File: src/rtl/riscv_pkg.sv
// Shared RV64 core definitions: widths, fetch FSM states and opcode constants
// used by fetch, decode and the immediate extender.
package riscv_pkg;

  localparam int XLEN = 64;
  localparam int ILEN = 32;

  localparam logic [31:0] NOP_INSTR = 32'h00000013;

  localparam logic [6:0] OP_LOAD   = 7'b0000011;
  localparam logic [6:0] OP_STORE  = 7'b0100011;
  localparam logic [6:0] OP_BRANCH = 7'b1100011;

  typedef enum logic [1:0] {
    S_REQ  = 2'd0,
    S_WAIT = 2'd1,
    S_DROP = 2'd2
  } fetch_state_t;

endpackage

File: src/rtl/if_id_reg.sv
// IF/ID pipeline register with a one-entry skid buffer that catches a fetched
// word arriving while decode is stalled.
module if_id_reg #(
  parameter int XLEN = 64,
  parameter int ILEN = 32
) (
  input  logic            clk,
  input  logic            rst_n,
  input  logic            flush,
  input  logic            stall,
  input  logic            load,
  input  logic [ILEN-1:0] load_instr,
  input  logic [XLEN-1:0] load_pc,
  output logic            consumed,
  output logic            skid_full,
  output logic            valid,
  output logic [ILEN-1:0] instr,
  output logic [XLEN-1:0] pc
);
  import riscv_pkg::*;

  logic            skid_valid;
  logic [ILEN-1:0] skid_instr;
  logic [XLEN-1:0] skid_pc;
  logic            accept;

  assign accept    = !stall || !valid;
  // A word is consumed only when it goes straight into IF/ID, not into the skid.
  assign consumed  = load && accept && !skid_valid && !flush;
  assign skid_full = skid_valid;

  always_ff @(posedge clk or negedge rst_n) begin
    if (!rst_n) begin
      valid      <= 1'b0;
      instr      <= ILEN'(NOP_INSTR);
      pc         <= '0;
      skid_valid <= 1'b0;
      skid_instr <= '0;
      skid_pc    <= '0;
    end else if (flush) begin
      valid      <= 1'b0;
      skid_valid <= 1'b0;
    end else if (accept) begin
      if (skid_valid) begin
        valid      <= 1'b1;
        instr      <= skid_instr;
        pc         <= skid_pc;
        skid_valid <= load;
        if (load) begin
          skid_instr <= load_instr;
          skid_pc    <= load_pc;
        end
      end else if (load) begin
        valid <= 1'b1;
        instr <= load_instr;
        pc    <= load_pc;
      end else begin
        valid <= 1'b0;
      end
    end else if (load) begin
      skid_valid <= 1'b1;
      skid_instr <= load_instr;
      skid_pc    <= load_pc;
    end
  end

endmodule

File: src/rtl/fetch_stage.sv
// Instruction fetch: PC register and request FSM with at most one outstanding
// memory request; IF/ID storage lives in if_id_reg.
module fetch_stage #(
  parameter int               XLEN     = riscv_pkg::XLEN,
  parameter int               ILEN     = riscv_pkg::ILEN,
  parameter logic [XLEN-1:0]  RESET_PC = '0
) (
  input  logic            clk,
  input  logic            rst_n,
  output logic            imem_req,
  output logic [XLEN-1:0] imem_addr,
  input  logic            imem_rvalid,
  input  logic [ILEN-1:0] imem_rdata,
  input  logic            stall,
  input  logic            redirect,
  input  logic [XLEN-1:0] redirect_pc,
  output logic            if_id_valid,
  output logic [ILEN-1:0] if_id_instr,
  output logic [XLEN-1:0] if_id_pc
);
  import riscv_pkg::*;

  fetch_state_t    state;
  logic [XLEN-1:0] pc;
  logic [XLEN-1:0] req_pc;
  logic            resp;
  logic            consumed;
  logic            skid_full;

  assign imem_addr = pc & ~(XLEN'(3));
  assign resp      = (state == S_WAIT) && imem_rvalid && !redirect;

  // Redirect suppresses any request so the first new fetch targets redirect_pc.
  always_comb begin
    imem_req = 1'b0;
    if (rst_n && !redirect) begin
      case (state)
        S_REQ:   imem_req = !skid_full;
        S_WAIT:  imem_req = imem_rvalid && consumed;
        default: imem_req = 1'b0;
      endcase
    end
  end

  always_ff @(posedge clk or negedge rst_n) begin
    if (!rst_n) begin
      state  <= S_REQ;
      pc     <= RESET_PC;
      req_pc <= RESET_PC;
    end else begin
      if (imem_req) begin
        req_pc <= imem_addr;
        pc     <= imem_addr + XLEN'(4);
      end
      if (redirect) begin
        pc <= redirect_pc & ~(XLEN'(3));
      end
      case (state)
        S_REQ: begin
          if (imem_req) state <= S_WAIT;
        end
        S_WAIT: begin
          if (redirect) state <= imem_rvalid ? S_REQ : S_DROP;
          else if (imem_rvalid) state <= imem_req ? S_WAIT : S_REQ;
        end
        S_DROP: begin
          if (imem_rvalid) state <= S_REQ;
        end
        default: state <= S_REQ;
      endcase
    end
  end

  if_id_reg #(
    .XLEN(XLEN),
    .ILEN(ILEN)
  ) u_if_id (
    .clk        (clk),
    .rst_n      (rst_n),
    .flush      (redirect),
    .stall      (stall),
    .load       (resp),
    .load_instr (imem_rdata),
    .load_pc    (req_pc),
    .consumed   (consumed),
    .skid_full  (skid_full),
    .valid      (if_id_valid),
    .instr      (if_id_instr),
    .pc         (if_id_pc)
  );

endmodule

File: config.mk
export PLATFORM = sky130hd
export DESIGN_NAME = fetch_stage
export DESIGN_NICKNAME = d
export VERILOG_FILES = /design/src/rtl/riscv_pkg.sv /design/src/rtl/if_id_reg.sv /design/src/rtl/fetch_stage.sv
export SDC_FILE = /design/constraint.sdc
export NUM_CORES = 1
export LEC_CHECK = 0
export CAP_MARGIN = 20
export CORE_ASPECT_RATIO = 0.9
export CORE_MARGIN = 10
export CORE_UTILIZATION = 57
export DETAILED_ROUTE_END_ITERATION = 6
export PLACE_DENSITY = 0.86
export SETUP_SLACK_MARGIN = 0.4
export SLEW_MARGIN = 20
export SYNTH_ARGS = -nofsm -noshare
export SYNTH_HDL_FRONTEND = slang
export SYNTH_SLANG_ARGS = --single-unit
export TNS_END_PERCENT = 10
File: constraint.sdc
create_clock -name clk -period 5.4 [get_ports clk]
set_clock_uncertainty 0.15 [all_clocks]
set_input_delay 1.08 -clock clk [delete_from_list [all_inputs] [get_ports clk]]
set_output_delay 1.08 -clock clk [all_outputs]
set_load 0.01 [all_outputs]
==> metrics, run 1 <==
status finished, final reports clean; Clock power frac 34.5%; Sw Ratio 26.9%; Internal 5.14 mW; Switching Power 1.90 mW; number of synthesized flops with an enable pin 0; Reg2Reg Depth 8; Synth Register Bits 316; crit path capture type primary output; simple-gate share of the synthesized area 12.4%; Synth Area in Compound Gates 7.60%; CTS resizes 0; reg-to-reg startpoint u_if_id.skid_full; Crit path max-delay family buffers and inverters; R2R Path End pc[39]; mux cell area share after synthesis 19.2%; via count 10600; overall routing resource usage 23.6%; layout cell share with drive strength beyond 1 16.2%; pre-CTS setup slack 0.853 ns; Core Area 0.0243 mm2; commonest non-fill, non-tap cell in the layout dfrtp_1; CTS H-Tree Depth 2; Sequential Power Share 44.6%; peak supply drop 0.000270 V; grt ovf 0; Die X 186 um; sequential element share of the synthesized area 56.0%; cts hold-fix bufs 0; pin count of the biggest net entering global routing 148; worst-path cell chain clkdlybuf4s50_1, a21bo_2, a21oi_4, nand2_1, inv_2, clkdlybuf4s50_1; area leader, netlist dfrtp_1; Worst Setup EP imem_req; Buf+Inv Stages, Crit Path 3; Post-Syn Area 0.0141 mm2; Max clock buf depth 3; initial antenna violation count 1; Routed Antenna Nets 0; final setup TNS 0 ns; CTS tree done; final hold viol count 0; XOR/XNOR Fraction of Synth Area 1.92%; Async SR Flop Fraction 100%; Worst Setup SP imem_rvalid; clk_lat worst skew 0.51 ns; Syn Inst Count 1230; Via-to-Cell Ratio 5.92; die height 169 um; start-to-end type of the worst setup path in2out; Detailed Route Iter0 Violations 849; Max Fclk 220 MHz; post-synth top area share 55.5%; Min Clock Period, post-route 4.55 ns; Hold Path Class in2async; largest family of logic cells by synthesized area multiplexers; diode count 0; NumNets Final 1557; worst hold slack 0.263 ns; vias in the first global route 10900; top post-synthesis cells by area dfrtp_1 (55%), mux2_2 (12%), mux2i_1 (6.9%), o21ai_0 (4.9%), nand2_1 (4.3%); global placer's final weighted congestion 0.818; Slew Limit Fails 0; Initial Util 58.0%; Setup violations, final 0; commonest non-fill, non-tap cells in the layout dfrtp_1 (312), clkdlybuf4s50_1 (254), nand2_1 (163), mux2_2 (155), o21ai_0 (138); slowest CP cell clkdlybuf4s50_1; Die Footprint 0.0315 mm2; CTS buffer count 34; cell row count 54; most used cell along the critical path clkdlybuf4s50_1; Final period util 84.3%; RSZ-0062 raised after global routing no; DR pass1 iterations 7; Logic pwr share 20.9%; post-synth cell types 59; port bufs 256; post-DP HPWL 24600 um; worst endpoint data arrival time 3.32 ns; Max Fanout on Critical Path 14; Root Buffer clkbuf_16; YS warnings 0; Leak Pwr 7.60 nW; first-pass GRT wire length 60100 um; Adder-Cell Fraction of Synth Area 0.0886%; Clock Pin Slew Worst Setup and Hold Paths 0.06 ns; pwr dens 390 mW/mm2; clock sinks 316; Final Non-Filler Cells 1787; Area Growth Syn to Fin 27.8%; I/O pin cnt 263; Placed Instances 1727; Slew Limit Headroom 32.9%; Final WS setup 0.847 ns; Levels on crit path 6; post-CTS repair timing setup buffer count 0; DR WL/cell 20.9 um; Main synth FF type dfrtp_1; Worst Setup Start Kind primary input; flop2flop setup slack 2.02 ns; DRC Markers 0; slowest cell delay on critical path 0.56 ns; Syn Area/Cell 11.5 um2; Worst Path Required 4.17 ns; total of max-cap violations 0; Routed Wire Length 37300 um; Slew @ Worst Pin 1.01 ns
[routing by layer]
metal	up-vias	track usage, %	part of all wire [%]	wire, um
met3	64	6.55	8.7	3250
met4	2	6.65	2.3	849
met5	-	0	0.035	13
li1	4821	-	-	-
met2	378	38.4	48	17900
met1	5319	30.3	41	15200
[Yosys cell counts, drive strengths merged (10+ instances only)]
| cell | n |
|---|---|
| mux2i | 97 |
| nand3 | 30 |
| buf | 30 |
| nor2 | 31 |
| and4 | 10 |
| dfrtp | 313 |
| nand2 | 163 |
| o21ai | 144 |
| clkbuf | 52 |
| nand4 | 26 |
| mux2 | 155 |
| a31oi | 18 |
| or3 | 19 |
| xnor2 | 23 |
| nor4 | 17 |
| and3 | 13 |
[kinds of logic (layout without fill, tap and decap cells)]
group           Yosys count  after routing
compound gates          193            193
xor+xnor                 31             31
fa+ha+maj                 1              1
buf+inv                  88            334
flops                   316            316
mux                     252            252
other cells               1              4
simple gates            348            348
[stage by stage]
step	cell area [um2]	util, %	total power [mW]
floorplan	14100	-	3.73
detailed placement	16900	69.4	4.66
global placement	16900	69.4	4.58
finish	18000	74.2	7.04
global route	18000	74.2	7.37
CTS	18000	74.2	7.10
[flip-flops by register name, indices dropped and copies added, names as in the netlist]
register / cells
u_if_id.skid_instr: 32
state: 2
u_if_id.valid: 1
u_if_id.skid_full: 1
u_if_id.instr: 32
u_if_id.skid_pc: 62
req_pc: 62
pc: 62
u_if_id.pc: 62
[area by class of cell]
type                       count  area, um2
clock buffer                  54       1040
clock inverter                 6        130
fill                        1596       6280
inverter                       6       22.5
multi-input combinational    829       5860
sequential                   316       7920
tap                          308        385
timing repair buffer         268       2690
[worst min path at each step]
| stage | start | end | slack (ns) | cells after the start |
|---|---|---|---|---|
| finish | rst_n | req_pc[48] | 0.26 | 1 |
| global route | rst_n | u_if_id.pc[48] | 0.27 | 1 |
| CTS | rst_n | pc[49] | 0.26 | 1 |
| detailed placement | u_if_id.pc[15] | u_if_id.pc[15] | 0.32 | 2 |
| global placement | u_if_id.pc[14] | u_if_id.pc[14] | 0.31 | 2 |
| floorplan | req_pc[24] | req_pc[24] | 0.32 | 2 |
[worst reg2reg max path, stage by stage, from the launching register on]
cell	delay, ns
dfrtp_4	0.47
or3b_4	0.43
a21oi_4	0.42
nand2_1	0.31
inv_2	0.15
buf_4	0.72
nand3_1	0.20
or3_1	0.39
nand3_1	0.09
[power groups by stage]
| stage | registers, mW | clock network (mW) | logic, mW |
|---|---|---|---|
| after floorplan | 3.22 | 0 | 0.504 |
| after global placement | 3.14 | 0 | 1.44 |
| after detailed placement | 3.17 | 0 | 1.48 |
| after CTS | 3.14 | 2.46 | 1.50 |
| after global routing | 3.20 | 2.56 | 1.61 |
| final | 3.14 | 2.43 | 1.47 |
No activity file was read; power rests on OpenSTA's default activity.
==> run 2: changes to the inputs <==
Settings changed: CORE_UTILIZATION 57 to 48, PLACE_DENSITY 0.86 to 0.77.
Clock period 5.4 ns to 4.15 ns, I/O delays scaled along.
==> metrics, run 2 (synthesis results as in run 1) <==
status finished, final reports clean; DRC Markers 0; Clock Pin Slew Worst Setup and Hold Paths 0.05 ns; Core Area 0.0289 mm2; reg-to-reg startpoint u_if_id.skid_full; via count 10400; slowest CP cell clkdlybuf4s50_1; fillcell total 2316; Max Fclk 274 MHz; slowest cell delay on critical path 0.57 ns; Initial Util 48.8%; grt ovf 0; port bufs 256; I/O pin cnt 263; Routed Wire Length 37700 um; Slew Limit Fails 0; total of max-cap violations 0; Area Growth Syn to Fin 29.2%; global placer's final weighted congestion 0.791; CTS tree done; Worst Path Required 3.17 ns; R2R Path End pc[39]; Met3 Routed Length 2740 um; Detailed Route Iter0 Violations 721; DRT met1 WL 16600 um; Root Buffer clkbuf_16; met2 WL 17700 um; Leak Pwr 7.64 nW; post-DP HPWL 25400 um; clk_lat worst skew 0.50 ns; first-pass GRT wire length 59900 um; clock sinks 316; Hold Path Class in2async; Routed Antenna Nets 0; Worst Setup EP imem_req; NumNets Final 1568; Max clock buf depth 3; DR WL/cell 20.0 um; start-to-end type of the worst setup path in2out; crit path capture type primary output; cts hold-fix bufs 1; overall routing resource usage 20.0%; Placed Instances 1823; vias in the first global route 10700; cell row count 59; die height 183 um; Final period util 87.9%; CTS resizes 0; Final Non-Filler Cells 1886; flop2flop setup slack 1.19 ns; pin count of the biggest net entering global routing 182; worst endpoint data arrival time 2.67 ns; Max Fanout on Critical Path 8; final setup TNS 0 ns; register area 0.00792 mm2; peak supply drop 0.000295 V; initial antenna violation count 1; Worst Setup SP imem_rvalid; Min Clock Period, post-route 3.65 ns; DR pass1 iterations 5; Die X 201 um; final hold viol count 0; commonest non-fill, non-tap cell in the layout dfrtp_1; Via-to-Cell Ratio 5.52; Multi-input gate area 0.00586 mm2; commonest non-fill, non-tap cells in the layout dfrtp_1 (312), clkdlybuf4s50_1 (254), nand2_1 (163), mux2_2 (155), o21ai_0 (138); Die Footprint 0.0367 mm2; pwr dens 499 mW/mm2; layout cell share with drive strength beyond 1 16.9%; CTS H-Tree Depth 2; post-CTS repair timing setup buffer count 0; Slew Limit Headroom 32.7%; Worst Setup Start Kind primary input; most used cell along the critical path clkdlybuf4s50_1; worst-path cell chain clkdlybuf4s50_1, a21bo_2, a21oi_4, nand2_1, inv_2, clkdlybuf4s50_1; DR top layer met4; Slew @ Worst Pin 1.01 ns; Reg2Reg Depth 8; Setup violations, final 0; CTS buffer count 35; RSZ-0062 raised after global routing no
[run 2: changes by cell type in the layout (fill, tap and decap cells not counted), sizes merged]
cell         previous run  this run
buf                    14        23
bufinv                  4         2
clkbuf                 54        55
clkinvlp                0         1
diode                   0         1
dlygate4sd3             0         1
[run 2: critical path, delay by kind of cell]
family | cells | cell delay [ns]
buffers and inverters | 3 | 1.19
and+or+nand+nor | 1 | 0.22
AOI/OAI and AO/OA | 2 | 0.43
[run 2: final cells by class]
type	instances	share of cell area, %
Sequential cell	316	43.4
Inverter	6	0.124
Timing Repair Buffer	278	15.3
Clock buffer	55	5.89
Antenna cell	1	0.0137
Clock inverter	5	0.425
Multi-Input combinational cell	829	32.1
Tap cell	396	2.72
[run 2: worst min-delay path by stage]
| stage | from | endpoint | slack, ns | cells after the start |
|---|---|---|---|---|
| after floorplan | req_pc[24] | req_pc[24] | 0.32 | 2 |
| after global placement | u_if_id.instr[6] | u_if_id.instr[6] | 0.31 | 2 |
| after detailed placement | u_if_id.pc[32] | u_if_id.pc[32] | 0.32 | 2 |
| after CTS | u_if_id.instr[0] | u_if_id.instr[0] | 0.33 | 2 |
| after global routing | rst_n | req_pc[49] | 0.24 | 2 |
| final | rst_n | u_if_id.skid_pc[50] | 0.20 | 2 |
[run 2: power by group]
part	internal, mW	switching (mW)
clock network	1.89	1.20
logic	1.08	0.833
registers	3.66	0.433
total	6.63	2.46
[run 2: routing by layer]
layer / vias up / global-route usage, %
met3: 55 / 5.15
li1: 4842 / -
met2: 331 / 32.8
met1: 5188 / 26.1
met4: 0 / 4.87
met5: - / 0
[run 2: through the flow]
step	hold WS (ns)	area [um2]	setup slack, ns	total power [mW]	utilization [%]
after floorplan	0.315	14100	1.28	4.85	-
after global placement	0.311	17000	0.420	5.99	58.9
after detailed placement	0.320	17000	0.402	6.08	58.9
after CTS	0.331	18200	0.490	9.21	62.9
after global routing	0.244	18200	0.424	9.55	63.0
final	0.202	18200	0.502	9.09	63.0
